==> src/rtl/ysyx_22050710_sram_arbiter_pkg.sv <==
`default_nettype none
// ============================================================================
// Package  : ysyx_22050710_defines
// Desc     : Shared source IDs and grant FSM encodings for the SRAM arbiter.
// Revision : 1.0 - initial release
// ============================================================================
package ysyx_22050710_defines;

    localparam logic SRC_INST = 1'b0;
    localparam logic SRC_DATA = 1'b1;

    typedef enum logic [0:0] {
        ARB_IDLE = 1'b0,
        ARB_LOCK = 1'b1
    } arb_state_e;

    // Round-robin tie break: the master that did not win last time.
    function automatic logic rr_pick(input logic last_src);
        return ~last_src;
    endfunction

endpackage
`default_nettype wire

==> src/rtl/ysyx_22050710_id_fifo.sv <==
`default_nettype none
// ============================================================================
// Module   : ysyx_22050710_id_fifo
// Desc     : Small in-order FIFO of source IDs for issued-but-unanswered
//            requests; the head selects which master receives a response.
// Revision : 1.0 - initial release
// ============================================================================
module ysyx_22050710_id_fifo #(
    parameter int DEPTH = 4,
    parameter int WD    = 1
) (
    input  logic          i_clk,
    input  logic          i_rst,
    input  logic          i_push,
    input  logic          i_pop,
    input  logic [WD-1:0] i_din,
    output logic [WD-1:0] o_dout,
    output logic          o_full,
    output logic          o_empty
);

    localparam int c_PTR_WD = (DEPTH > 1) ? $clog2(DEPTH) : 1;
    localparam logic [c_PTR_WD-1:0] c_LAST_PTR  = c_PTR_WD'(DEPTH - 1);
    localparam logic [c_PTR_WD:0]   c_FULL_CNT  = (c_PTR_WD + 1)'(DEPTH);

    logic [WD-1:0]       r_mem [DEPTH];
    logic [c_PTR_WD-1:0] r_wr_ptr;
    logic [c_PTR_WD-1:0] r_rd_ptr;
    logic [c_PTR_WD:0]   r_count;

    logic w_full;
    logic w_empty;
    logic w_do_push;
    logic w_do_pop;

    assign w_full    = (r_count == c_FULL_CNT);
    assign w_empty   = (r_count == '0);
    assign w_do_push = i_push & ~w_full;
    assign w_do_pop  = i_pop & ~w_empty;

    assign o_full  = w_full;
    assign o_empty = w_empty;
    assign o_dout  = r_mem[r_rd_ptr];

    always_ff @(posedge i_clk or posedge i_rst) begin
        if (i_rst) begin
            r_wr_ptr <= '0;
            r_rd_ptr <= '0;
            r_count  <= '0;
        end else begin
            if (w_do_push) begin
                r_wr_ptr <= (r_wr_ptr == c_LAST_PTR) ? '0 : r_wr_ptr + 1'b1;
            end
            if (w_do_pop) begin
                r_rd_ptr <= (r_rd_ptr == c_LAST_PTR) ? '0 : r_rd_ptr + 1'b1;
            end
            if (w_do_push && !w_do_pop) begin
                r_count <= r_count + 1'b1;
            end else if (!w_do_push && w_do_pop) begin
                r_count <= r_count - 1'b1;
            end
        end
    end

    // Storage needs no reset: an entry is only read after it has been written.
    always_ff @(posedge i_clk) begin
        if (w_do_push) begin
            r_mem[r_wr_ptr] <= i_din;
        end
    end

endmodule
`default_nettype wire

==> src/rtl/ysyx_22050710_sram_arbiter.sv <==
`default_nettype none
// ============================================================================
// Module   : ysyx_22050710_sram_arbiter
// Desc     : Two-master (inst/data) to one-slave SRAM-like arbiter with
//            round-robin grant, per-request lock and in-order response routing.
// Revision : 1.0 - initial release
// ============================================================================
module ysyx_22050710_sram_arbiter
    import ysyx_22050710_defines::*;
#(
    parameter int SRAM_ADDR_WD  = 32,
    parameter int SRAM_WMASK_WD = 8,
    parameter int SRAM_DATA_WD  = 64,
    parameter int OUTSTANDING   = 4
) (
    input  logic                     i_clk,
    input  logic                     i_rst,

    input  logic                     i_inst_req,
    input  logic                     i_inst_op,
    input  logic [1:0]               i_inst_size,
    input  logic [SRAM_ADDR_WD-1:0]  i_inst_addr,
    input  logic [SRAM_WMASK_WD-1:0] i_inst_wstrb,
    input  logic [SRAM_DATA_WD-1:0]  i_inst_wdata,
    output logic                     o_inst_addr_ok,
    output logic                     o_inst_data_ok,
    output logic [SRAM_DATA_WD-1:0]  o_inst_rdata,

    input  logic                     i_data_req,
    input  logic                     i_data_op,
    input  logic [1:0]               i_data_size,
    input  logic [SRAM_ADDR_WD-1:0]  i_data_addr,
    input  logic [SRAM_WMASK_WD-1:0] i_data_wstrb,
    input  logic [SRAM_DATA_WD-1:0]  i_data_wdata,
    output logic                     o_data_addr_ok,
    output logic                     o_data_data_ok,
    output logic [SRAM_DATA_WD-1:0]  o_data_rdata,

    output logic                     o_sram_req,
    output logic                     o_sram_op,
    output logic [1:0]               o_sram_size,
    output logic [SRAM_ADDR_WD-1:0]  o_sram_addr,
    output logic [SRAM_WMASK_WD-1:0] o_sram_wstrb,
    output logic [SRAM_DATA_WD-1:0]  o_sram_wdata,
    input  logic                     i_sram_addr_ok,
    input  logic                     i_sram_data_ok,
    input  logic [SRAM_DATA_WD-1:0]  i_sram_rdata
);

    arb_state_e r_state;
    logic       r_owner;
    logic       r_rr_last;

    logic w_grant_valid;
    logic w_grant_id;
    logic w_addr_hs;
    logic w_rsp_valid;
    logic w_fifo_full;
    logic w_fifo_empty;
    logic w_fifo_head;

    // Grant selection: LOCK pins the owner, IDLE arbitrates unless full.
    always_comb begin
        w_grant_valid = 1'b0;
        w_grant_id    = SRC_INST;
        if (r_state == ARB_LOCK) begin
            w_grant_valid = 1'b1;
            w_grant_id    = r_owner;
        end else if (!w_fifo_full) begin
            if (i_inst_req && i_data_req) begin
                w_grant_valid = 1'b1;
                w_grant_id    = rr_pick(r_rr_last);
            end else if (i_inst_req) begin
                w_grant_valid = 1'b1;
                w_grant_id    = SRC_INST;
            end else if (i_data_req) begin
                w_grant_valid = 1'b1;
                w_grant_id    = SRC_DATA;
            end
        end
    end

    always_comb begin
        o_sram_req   = 1'b0;
        o_sram_op    = 1'b0;
        o_sram_size  = '0;
        o_sram_addr  = '0;
        o_sram_wstrb = '0;
        o_sram_wdata = '0;
        if (w_grant_valid) begin
            if (w_grant_id == SRC_DATA) begin
                o_sram_req   = i_data_req;
                o_sram_op    = i_data_op;
                o_sram_size  = i_data_size;
                o_sram_addr  = i_data_addr;
                o_sram_wstrb = i_data_wstrb;
                o_sram_wdata = i_data_wdata;
            end else begin
                o_sram_req   = i_inst_req;
                o_sram_op    = i_inst_op;
                o_sram_size  = i_inst_size;
                o_sram_addr  = i_inst_addr;
                o_sram_wstrb = i_inst_wstrb;
                o_sram_wdata = i_inst_wdata;
            end
        end
    end

    assign w_addr_hs      = w_grant_valid & i_sram_addr_ok;
    assign o_inst_addr_ok = w_addr_hs & (w_grant_id == SRC_INST);
    assign o_data_addr_ok = w_addr_hs & (w_grant_id == SRC_DATA);

    // A response with nothing outstanding is spurious and is dropped here.
    assign w_rsp_valid    = i_sram_data_ok & ~w_fifo_empty;
    assign o_inst_data_ok = w_rsp_valid & (w_fifo_head == SRC_INST);
    assign o_data_data_ok = w_rsp_valid & (w_fifo_head == SRC_DATA);
    assign o_inst_rdata   = i_sram_rdata;
    assign o_data_rdata   = i_sram_rdata;

    always_ff @(posedge i_clk or posedge i_rst) begin
        if (i_rst) begin
            r_state   <= ARB_IDLE;
            r_owner   <= SRC_INST;
            r_rr_last <= SRC_DATA;
        end else if (r_state == ARB_IDLE) begin
            if (w_grant_valid) begin
                if (i_sram_addr_ok) begin
                    r_rr_last <= w_grant_id;
                end else begin
                    r_state <= ARB_LOCK;
                    r_owner <= w_grant_id;
                end
            end
        end else begin
            if (i_sram_addr_ok) begin
                r_state   <= ARB_IDLE;
                r_rr_last <= r_owner;
            end
        end
    end

    ysyx_22050710_id_fifo #(
        .DEPTH (OUTSTANDING),
        .WD    (1)
    ) u_id_fifo (
        .i_clk   (i_clk),
        .i_rst   (i_rst),
        .i_push  (w_addr_hs),
        .i_pop   (i_sram_data_ok),
        .i_din   (w_grant_id),
        .o_dout  (w_fifo_head),
        .o_full  (w_fifo_full),
        .o_empty (w_fifo_empty)
    );

endmodule
`default_nettype wire

==> config.mk <==
export PLATFORM = sky130hd
export DESIGN_NAME = ysyx_22050710_sram_arbiter
export DESIGN_NICKNAME = d
export VERILOG_FILES = /design/src/rtl/ysyx_22050710_sram_arbiter_pkg.sv /design/src/rtl/ysyx_22050710_id_fifo.sv /design/src/rtl/ysyx_22050710_sram_arbiter.sv
export SDC_FILE = /design/constraint.sdc
export NUM_CORES = 1
export LEC_CHECK = 0
export ABC_AREA = 0
export CORE_AREA = 2 2 203 205
export DETAILED_ROUTE_END_ITERATION = 10
export DIE_AREA = 0 0 205 207
export PLACE_DENSITY = 0.46
export SYNTH_ARGS = -nofsm -noshare
export SYNTH_HDL_FRONTEND = slang
export SYNTH_SLANG_ARGS = --single-unit
==> constraint.sdc <==
create_clock -name i_clk -period 2.2 [get_ports i_clk]
set_input_delay 0.44 -clock i_clk [delete_from_list [all_inputs] [get_ports i_clk]]
set_output_delay 0.44 -clock i_clk [all_outputs]
set_load 0.005 [all_outputs]
==> results of run 1 <==
[cell type report]
class                   instances  area [µm²]  share of cell area, %
clock buffers                   4       78.83                 0.8493
inverters                       6       22.52                 0.2427
well taps                     532       665.6                  7.172
repair buffers                434        4927                  53.09
flip-flops and latches         14       371.6                  4.004
multi-input cells             262        3213                  34.62
diodes                          1       2.502                0.02696
[sequential cells by signal, summed over array words and instances (netlist names)]
signal	flops
r_owner	1
r_state	1
u_id_fifo.r_mem	4
u_id_fifo.r_count	3
u_id_fifo.r_wr_ptr	2
u_id_fifo.r_rd_ptr	2
r_rr_last	1
[metrics by stage]
stage / total power, mW / hold WS, ps / utilization [%]
2_1_floorplan: 3.426 / 279.5 / -
3_3_place_gp: 5.603 / 534.7 / 18.35
3_5_place_dp: 5.617 / 537.5 / 18.35
4_1_cts: 8.068 / 501.6 / 22.04
5_1_grt: 8.801 / 528.6 / 22.99
6_report: 8.305 / 489.4 / 22.99
[cells by family after synthesis]
kind of cell	synth area share, %
DFF	8.569
buffers and inverters	31.27
muxes	37.02
AOI/OAI and AO/OA	1.673
and+or+nand+nor	18.67
xor gates and xnor gates	0.6060
adders and majority gates	2.193
[routing by layer]
layer,part of all wire (%),GRT usage (%),vias to the layer above
li1,-,-,1986
met1,41,11.84,1978
met2,46,16.36,302
met3,12,3.965,14
met4,0.98,1.017,4
met5,0.21,0.6912,-
[cells in the mapped netlist, drive strengths merged, types with 4 or more instances]
library cell,n
and3,109
edfxtp,4
inv,6
and2,5
clkbuf,15
nor2,6
dfrtp,9
mux2,111
ha,6
buf,150
[where the power goes]
group / total (mW) / internal (mW) / switching (mW)
Combinational: 7.49 / 4.97 / 2.51
Clock: 0.342 / 0.244 / 0.0978
Sequential: 0.476 / 0.393 / 0.0829
Total: 8.31 / 5.61 / 2.69
[how the worst max path moves through the flow]
stage / startpoint / to / slack [ps] / depth (start not counted)
6_report: u_id_fifo.r_count[1] / o_sram_wdata[4] / -570 / 8
3_3_place_gp: i_inst_req / o_sram_wdata[27] / -900 / 7
4_1_cts: u_id_fifo.r_count[0] / o_sram_wdata[11] / -640 / 9
5_1_grt: u_id_fifo.r_count[1] / o_sram_addr[27] / -620 / 8
2_1_floorplan: i_data_req / u_id_fifo.r_count[1] / 20 / 7
3_5_place_dp: i_inst_req / o_sram_wdata[27] / -900 / 7
[timing repair]
action | CTS | global route
setup buffers | 43 | 14
endpoints found under the setup margin | 114 | 114
endpoints found under the hold margin | 0 | 0
resized for setup | 680 | 78
pin swaps | 7 | 64
gates cloned | 16 | 3
==> summary.txt, run 1 <==
Place
  – Post-DP HPWL: 14630 µm
  – Pre-CTS setup slack: -896.9 ps
  – Post-Place Cells: 1186
  – I/O Buffers: 331
  – Gpl congestion: 0.7800
  – DP Area: 7407 µm²

Detailed routing
  – DRT iter0 DRCs: 101
  – Post-DRT Antenna Nets: 0
  – DR pass1 iterations: 4
  – Wire length per cell: 18.64 µm
  – Post-Route WL: 23350 µm
  – Via count: 4284
  – # DRC: 0
  – Vias/cell: 3.419

Floorplan
  – FP Rows: 74
  – I/O pin count: 524
  – Initial Util: 10.74%
  – Die W: 205 µm
  – Die area: 42440 µm²
  – Die height: 207 µm
  – Core area: 40370 µm²

Clock tree
  – CTS Sinks: 14
  – CTS tree: built
  – TritonCTS Buffers: 3
  – Maximum clock path buffer count: 2
  – Root buffer cell: clkbuf_16
  – # hold bufs at CTS: 0
  – H-Tree Depth: 1
  – Reg clk slew, reported paths: 50 ps
  – Clk_lat worst skew: 240 ps

Final layout
  – Post-route cell area: 9281 µm²
  – Area growth, synth to finish: 114.0%
  – Layout cell share with drive strength beyond 1: 60.83%
  – Most frequent cells in the layout: clkdlybuf4s50_1, buf_6, mux2_4, and3_4, buf_4
  – Commonest non-fill, non-tap cell in the layout: clkdlybuf4s50_1
  – Post-layout net count: 1012
  – Post-route insts no fill: 1253
  – Filler cell count: 4351

Synth
  – Yosys top cell by area: mux2_4
  – Avg Inst Size Synth: 9.702 µm²
  – Post-synth top area share: 29.77%
  – Cells after Synth: 447
  – Post-synth EDFFs: 4
  – Ys flop type: dfrtp_1
  – Sequential cell area fraction in the yosys report: 8.569%
  – Asr flop ratio synth: 71.43%
  – Cell Area, Synth: 4337 µm²
  – Yosys cell types: 36
  – Syn. warnings: 0
  – Seq cells post-synth: 14
  – Net Count, Synth: 738
  – Dominant cells by area after synthesis: mux2_4, buf_4, and3_1

Flow run
  – Total of max-cap violations: 0

GRT
  – Largest net degree at the start of global routing: 60
  – Initial antenna violation count: 3
  – Number of global-route vias before repair: 4531
  – Remaining Overflow, GRT: 0
  – First-pass GRT wire length: 30560 µm
  – Gr usage total: 9.708%

Worst setup path
  – Crit-path slowest cell: or4b_4
  – RR Endpoint: u_id_fifo.r_count[1]
  – CP required: 1760 ps
  – Worst R2R Setup Slack: -130 ps
  – CP bufs+invs: 5
  – RR Startpoint: r_state
  – Setup Crit Path Kind: register to output port
  – Crit-path cells: buf_6, or4b_4, buf_12, buf_12, clkbuf_16, and3_1, mux2_4, buf_6
  – Top Family by Delay on Critical Path: simple AND/OR/NAND/NOR gates
  – Critical path startpoint category: register
  – R2R depth: 8
  – Slowest stage delay, CP: 570 ps
  – CP Capture Type: output port
  – Crit Path Max Fanout: 6
  – CP Data Arrival Time: 2330 ps

Run status
  – Violated checks: negative setup slack
  – Status: finished with violations

STA
  – Post-layout min period: 2773 ps
  – Setup ws final: -572.7 ps
  – Fmax: 0.3607 GHz
  – Hold Vio Cnt, Final: 0
  – Worst slew pin tran: 414.2 ps
  – Final setup vio count: 112
  – Max-slew violation count: 0
  – Part of the cycle the worst path needs: 126.0%
  – RSZ-0062 raised after global routing: true
  – Skew final: 2.576 ps
  – Relative slew slack: 72.36%
  – Final setup TNS: -55410 ps

Hold path
  – Worst Hold Class: input pin to asynchronous set/reset pin

Pwr
  – Worst vdd ir: 0.0004832 V
  – Static Leak: 4.171 nW
  – Power Density: 894.8 nW/µm²
No activity file was read; power rests on OpenSTA's default activity.
==> inputs of run 2 (changes only) <==
- PLACE_DENSITY: 0.46 -> 0.45
- clock period: 2.2 -> 3.15 ns (I/O delays scaled with it)
==> run 2 against run 1 <==
  * Clock power is 29% lower
  * Combinational power is 48% lower
  * Critical path type unchanged
  * Cell count decreased by 3.1%
  * Global-route usage fell by 1.2 points
  * First-iteration DRC count is 30% higher
  * Largest power group unchanged
  * Clock skew about the same
  * Critical path depth down 2
  * Count of clock-buffer cells in the layout unchanged
  * The flow now finishes without violations
  * Total power down 46%
  * Utilization fell by 3.3 points
  * Sequential share of layout area increased by 0.70 points
  * Design area down 15%
==> summary.txt, run 2 (synthesis gave the netlist of run 1 again) <==
GRT
  – Number of global-route vias before repair: 4245 (-6.3%)
  – Remaining Overflow, GRT: 0 (unchanged)
  – Gr usage total: 8.503% (-1.2 points)
  – Initial antenna violation count: 1 (-2)
  – First-pass GRT wire length: 27670 µm (-9.5%)
  – Largest net degree at the start of global routing: 58 (-3.3%)

Worst setup path
  – R2R depth: 8 (unchanged)
  – CP required: 2520 ps (+760 ps)
  – Crit. Startpoint: u_id_fifo.r_count[0]
  – CP Data Arrival Time: 2490 ps (+160 ps)
  – Setup Crit Path Kind: register to output port
  – Crit Path Max Fanout: 29 (+23)
  – RR Startpoint: u_id_fifo.r_count[1]
  – Critical path startpoint category: register
  – Worst R2R Setup Slack: 650 ps (+780 ps)
  – CP Capture Type: output port

Flow run
  – Total of max-cap violations: 0 (unchanged)

Hold path
  – Min-delay src: u_id_fifo.r_rd_ptr[1]
  – Worst Hold Class: register to register
  – Worst hold stages: 1

Place
  – I/O Buffers: 331 (unchanged)
  – Gpl congestion: 0.7380 (-5.4%)
  – Post-Place Cells: 1175 (-0.93%)
  – Post-DP HPWL: 14580 µm (-0.32%)
  – Pre-CTS setup slack: -350.3 ps (+546.6 ps)

Floorplan
  – I/O pin count: 524 (unchanged)
  – Die height: 207 µm (unchanged)
  – Die W: 205 µm (unchanged)
  – Die area: 42440 µm² (unchanged)
  – FP Rows: 74 (unchanged)
  – Core area: 40370 µm² (unchanged)
  – Initial Util: 10.74% (unchanged)

Detailed routing
  – Vias/cell: 3.350 (-2.0%)
  – # DRC: 0 (unchanged)
  – Post-Route WL: 19920 µm (-15%)
  – DR pass1 iterations: 4 (unchanged)
  – DRT iter0 DRCs: 131 (+30%)
  – Post-DRT Antenna Nets: 0 (unchanged)
  – Via count: 4067 (-5.1%)
  – Wire length per cell: 16.40 µm (-12%)

STA
  – Final setup vio count: 0 (-100%)
  – Worst slew pin tran: 760.2 ps (+346.0 ps)
  – Part of the cycle the worst path needs: 99.05%
  – Hold Vio Cnt, Final: 0 (unchanged)
  – RSZ-0062 raised after global routing: false
  – WHS: 555.5 ps (+66.12 ps)
  – Fmax: 0.3205 GHz
  – Post-layout min period: 3120 ps
  – Skew final: 2.541 ps (-0.03492 ps)
  – Relative slew slack: 48.89% (-23 points)
  – Max-slew violation count: 0 (unchanged)
  – Setup ws final: 29.80 ps (+602.5 ps)

Final layout
  – Number of flip-flops under the largest register name: 4 (unchanged)
  – Area growth, synth to finish: 82.98%
  – Final core occ: 19.66% (-3.3 points)
  – Top flop regs: u_id_fifo.r_mem (4), u_id_fifo.r_count (3)
  – Filler cell count: 4494 (+3.3%)
  – Ant diodes: 0 (-1)
  – Post-layout net count: 974 (-3.8%)
  – Most frequent cells in the layout: clkdlybuf4s50_1, and3_1, mux2_4, dlygate4sd2_1, clkdlybuf4s15_1
  – Commonest non-fill, non-tap cell in the layout: clkdlybuf4s50_1
  – Post-route insts no fill: 1214 (-3.1%)
  – Most flop-heavy register: u_id_fifo.r_mem
  – Layout cell share with drive strength beyond 1: 28.74% (-32 points)

Clock tree
  – H-Tree Depth: 1 (unchanged)
  – Root buffer cell: clkbuf_16
  – CTS Sinks: 14 (unchanged)
  – Maximum clock path buffer count: 2 (unchanged)
  – CTS tree: built
  – # hold bufs at CTS: 0 (unchanged)
  – Clk_lat worst skew: 240 ps (about the same)
  – Reg clk slew, reported paths: 50 ps (about the same)
  – TritonCTS Buffers: 3 (unchanged)

Pwr
  – Static Leak: 3.682 nW (-12%)
  – Power Density: 568.4 nW/µm² (-36%)
  – Design Power: 4.511 mW (-46%)
  – Worst vdd ir: 0.0003729 V (-23%)

Run status
  – Status: completed
## run 2: changes by cell type in the layout (fill, tap and decap cells not counted), moves of 6 or more
cell	change
clkdlybuf4s15_1	+48
buf_6	-114
dlygate4sd2_1	+49
buf_16	-6
and3_4	-94
mux2_2	+17
buf_12	-7
mux2_4	-17
and3_1	+94
buf_2	-6
## run 2: where the power goes
group          total [mW]  internal, mW  switching, mW
clock               0.243         0.171         0.0721
combinational        3.93          2.56           1.37
sequential          0.339         0.275         0.0642
## run 2: timing repair
action	CTS	global route
cloned	5	2
resized for setup	187	29
buffers inserted	26	2
pin swaps	3	2
setup endpoints to repair	109	64
## run 2: path summary, 6_finish.rpt
kind	to
max in group asynchronous	r_rr_last
worst min register to register	u_id_fifo.r_rd_ptr[1]
worst max-delay path	o_sram_wstrb[6]
worst min-delay path	u_id_fifo.r_rd_ptr[1]
worst max register to register	u_id_fifo.r_count[2]
min in group asynchronous	u_id_fifo.r_count[1]
## run 2: cell type report
cell class | instances | area, µm² | share of cell area (%)
Timing Repair Buffer | 396 | 4168 | 52.52
Tap cell | 532 | 665.6 | 8.389
Inverter | 6 | 22.52 | 0.2838
Sequential cell | 14 | 372.9 | 4.699
Multi-Input combinational cell | 262 | 2628 | 33.11
Clock buffer | 4 | 78.83 | 0.9934
## run 2: critical path, stage by stage (launching register included)
cell,delay [ps]
dfrtp_2,390
buf_4,150
or4b_4,590
buf_12,190
and3_1,190
mux2_4,250
clkdlybuf4s50_1,450
## run 2: metrics by stage
step	instance area, µm²	TNS (ps)
6_report	7935	0
5_1_grt	7935	0
4_1_cts	7799	-759.8
3_5_place_dp	7335	-27680
3_3_place_gp	7335	-26840
2_1_floorplan	4337	0
## run 2: per-layer routing
| metal | GRT usage, % | share of wire, % |
|---|---|---|
| met1 | 10.36 | 42 |
| met2 | 14.31 | 45 |
| met3 | 3.697 | 13 |
| met4 | 0.6202 | 0.36 |
| met5 | 0.4608 | 0 |
==> inputs of run 3 (changes only) <==
- CAP_MARGIN: default -> 5
- clock period: 3.15 -> 3.5 ns (I/O delays scaled with it)
==> run 3 against run 2 <==
  * Global-route usage down 0.83 points
  * Combinational power shrank 17%
  * Via count shrank 3.9%
  * Critical path type is now input pin to output port
  * Critical endpoint is now o_sram_op
  * Highest routed layer unchanged
==> summary.txt, run 3 (synthesis gave the netlist of run 1 again) <==
Clock tree
  – Root buffer cell: clkbuf_16
  – Clk_lat worst skew: 240 ps (about the same)
  – Reg clk slew, reported paths: 40 ps (about the same)
  – TritonCTS Buffers: 3 (unchanged)
  – # hold bufs at CTS: 0 (unchanged)
  – CTS tree: built
  – Maximum clock path buffer count: 2 (unchanged)
  – CTS Sinks: 14 (unchanged)
  – H-Tree Depth: 1 (unchanged)

Detailed routing
  – Post-DRT Antenna Nets: 0 (unchanged)
  – Via count: 3908 (-3.9%)
  – DR pass1 iterations: 4 (unchanged)
  – Wire length per cell: 15.34 µm (-6.5%)
  – DRT iter0 DRCs: 205 (+56%)
  – Post-Route WL: 18170 µm (-8.7%)
  – Vias/cell: 3.298 (-1.6%)
  – # DRC: 0 (unchanged)

Final layout
  – Post-route insts no fill: 1185 (-2.4%)
  – Most flop-heavy register: u_id_fifo.r_mem
  – Commonest non-fill, non-tap cell in the layout: clkdlybuf4s50_1
  – Filler cell count: 4523 (+0.65%)
  – Number of flip-flops under the largest register name: 4 (unchanged)
  – Layout cell share with drive strength beyond 1: 24.50% (-4.2 points)
  – Most frequent cells in the layout: clkdlybuf4s50_1, and3_1, mux2_4, mux2_2, buf_4
  – Post-route cell area: 7526 µm² (-5.2%)
  – Area growth, synth to finish: 73.54%
  – Final core occ: 18.64% (-1.0 points)
  – Ant diodes: 0 (unchanged)
  – Post-layout net count: 945 (-3.0%)
  – Top flop regs: u_id_fifo.r_mem (4), u_id_fifo.r_count (3)

Run status
  – Status: completed

Floorplan
  – FP Rows: 74 (unchanged)
  – Initial Util: 10.74% (unchanged)
  – Die W: 205 µm (unchanged)
  – Die height: 207 µm (unchanged)
  – Die area: 42440 µm² (unchanged)
  – Core area: 40370 µm² (unchanged)
  – I/O pin count: 524 (unchanged)

Place
  – DP Area: 7307 µm² (-0.38%)
  – Post-DP HPWL: 14460 µm (-0.88%)
  – Gpl congestion: 0.7432 (+0.70%)
  – Pre-CTS setup slack: -143.3 ps (+207.1 ps)
  – I/O Buffers: 331 (unchanged)
  – Post-Place Cells: 1173 (-0.17%)

Worst setup path
  – CP Data Arrival Time: 2650 ps (+160 ps)
  – Setup Crit Path Kind: input pin to output port
  – CP required: 2800 ps (+280 ps)
  – Crit Path Max Fanout: 57 (+97%)
  – CP Capture Type: output port
  – Critical path startpoint category: input pin

Pwr
  – NetSw: 1.197 mW (-21%)
  – Worst vdd ir: 0.0004139 V (+11%)
  – Switch share: 31.74% (-1.6 points)
  – Static Leak: 3.325 nW (-9.7%)
  – Int Pwr: 2.575 mW (-14%)
  – Design Power: 3.772 mW (-16%)
  – Comb pwr share: 86.2% (-0.9 points)
  – Power Density: 501.1 nW/µm² (-12%)
  – Clk pwr share: 5.6% (+0.2 points)
  – Seq pwr share: 8.1% (+0.6 points)

GRT
  – Gr usage total: 7.673% (-0.83 points)
  – Largest net degree at the start of global routing: 59 (+1.7%)
  – Initial antenna violation count: 0 (-1)
  – First-pass GRT wire length: 25390 µm (-8.3%)
  – Remaining Overflow, GRT: 0 (unchanged)
  – Number of global-route vias before repair: 4023 (-5.2%)

STA
  – Final setup TNS: 0 ps (unchanged)
  – Max-slew violation count: 0 (unchanged)
  – Worst slew pin tran: 827.9 ps (+67.71 ps)
  – RSZ-0062 raised after global routing: false
  – Hold Vio Cnt, Final: 0 (unchanged)
  – Skew final: 3.868 ps (+1.327 ps)
  – Final setup vio count: 0 (unchanged)
  – Relative slew slack: 44.34% (-4.6 points)
  – Post-layout min period: 3350 ps
  – WHS: 546.4 ps (-9.089 ps)
  – Part of the cycle the worst path needs: 95.72%
  – Fmax: 0.2985 GHz
  – Setup ws final: 149.8 ps (+120.0 ps)

Flow run
  – Total of max-cap violations: 0 (unchanged)

Hold path
  – Worst Hold Class: register to register
[run 3: changes by cell type in the layout (fill, tap and decap cells not counted), moves of 6 or more]
cell and delta:
buf_16 -6, buf_6 -23, clkdlybuf4s15_1 -48, clkdlybuf4s50_1 +101
dlygate4sd2_1 -47
[run 3: final timing paths]
kind                                       from               endpoint  slack [ps]  cells after the start
max in group asynchronous                 i_rst              r_rr_last        2450                      2
setup reg to reg                        r_state   u_id_fifo.r_count[2]         920                      9
min in group asynchronous                 i_rst  u_id_fifo.r_rd_ptr[1]         730                      2
hold / removal             u_id_fifo.r_count[2]   u_id_fifo.r_count[2]         550                      2
hold reg to reg            u_id_fifo.r_count[2]   u_id_fifo.r_count[2]         550                      2
setup / recovery                     i_data_req              o_sram_op         150                      6
[run 3: what timing repair did]
item / 4_1_cts / 5_1_grt
setup endpoints to repair: 95 / 4
pin swaps: 1 / 1
buffers inserted: 5 / 1
resized for setup: 8 / 4
cloned: 2 / 0
[run 3: cell type report]
type / instances / area, µm² / area share [%]
repair buffers: 367 / 3762 / 49.99
multi-input cells: 262 / 2624 / 34.86
flip-flops and latches: 14 / 372.9 / 4.954
well taps: 532 / 665.6 / 8.845
inverters: 6 / 22.52 / 0.2993
clock buffers: 4 / 78.83 / 1.047
[run 3: worst max-delay path, cell delays in order]
cell	delay [ps]
dlygate4sd2_1	260
or3_4	440
buf_12	180
and3_1	220
mux2_2	300
clkdlybuf4s50_1	480
[run 3: per-layer routing]
| metal | routed length (µm) | global-route usage [%] |
|---|---|---|
| met1 | 7364 | 9.193 |
| met2 | 8267 | 12.87 |
| met3 | 2402 | 3.383 |
| met4 | 140 | 0.9675 |
| met5 | 0 | 0.4608 |
[run 3: power groups by stage]
stage	registers, mW	clock network (mW)	logic [mW]
floorplan	0.303	0	1.85
global placement	0.322	0	3.14
detailed placement	0.323	0	3.14
CTS	0.311	0.218	3.31
global route	0.315	0.230	3.50
finish	0.306	0.213	3.25
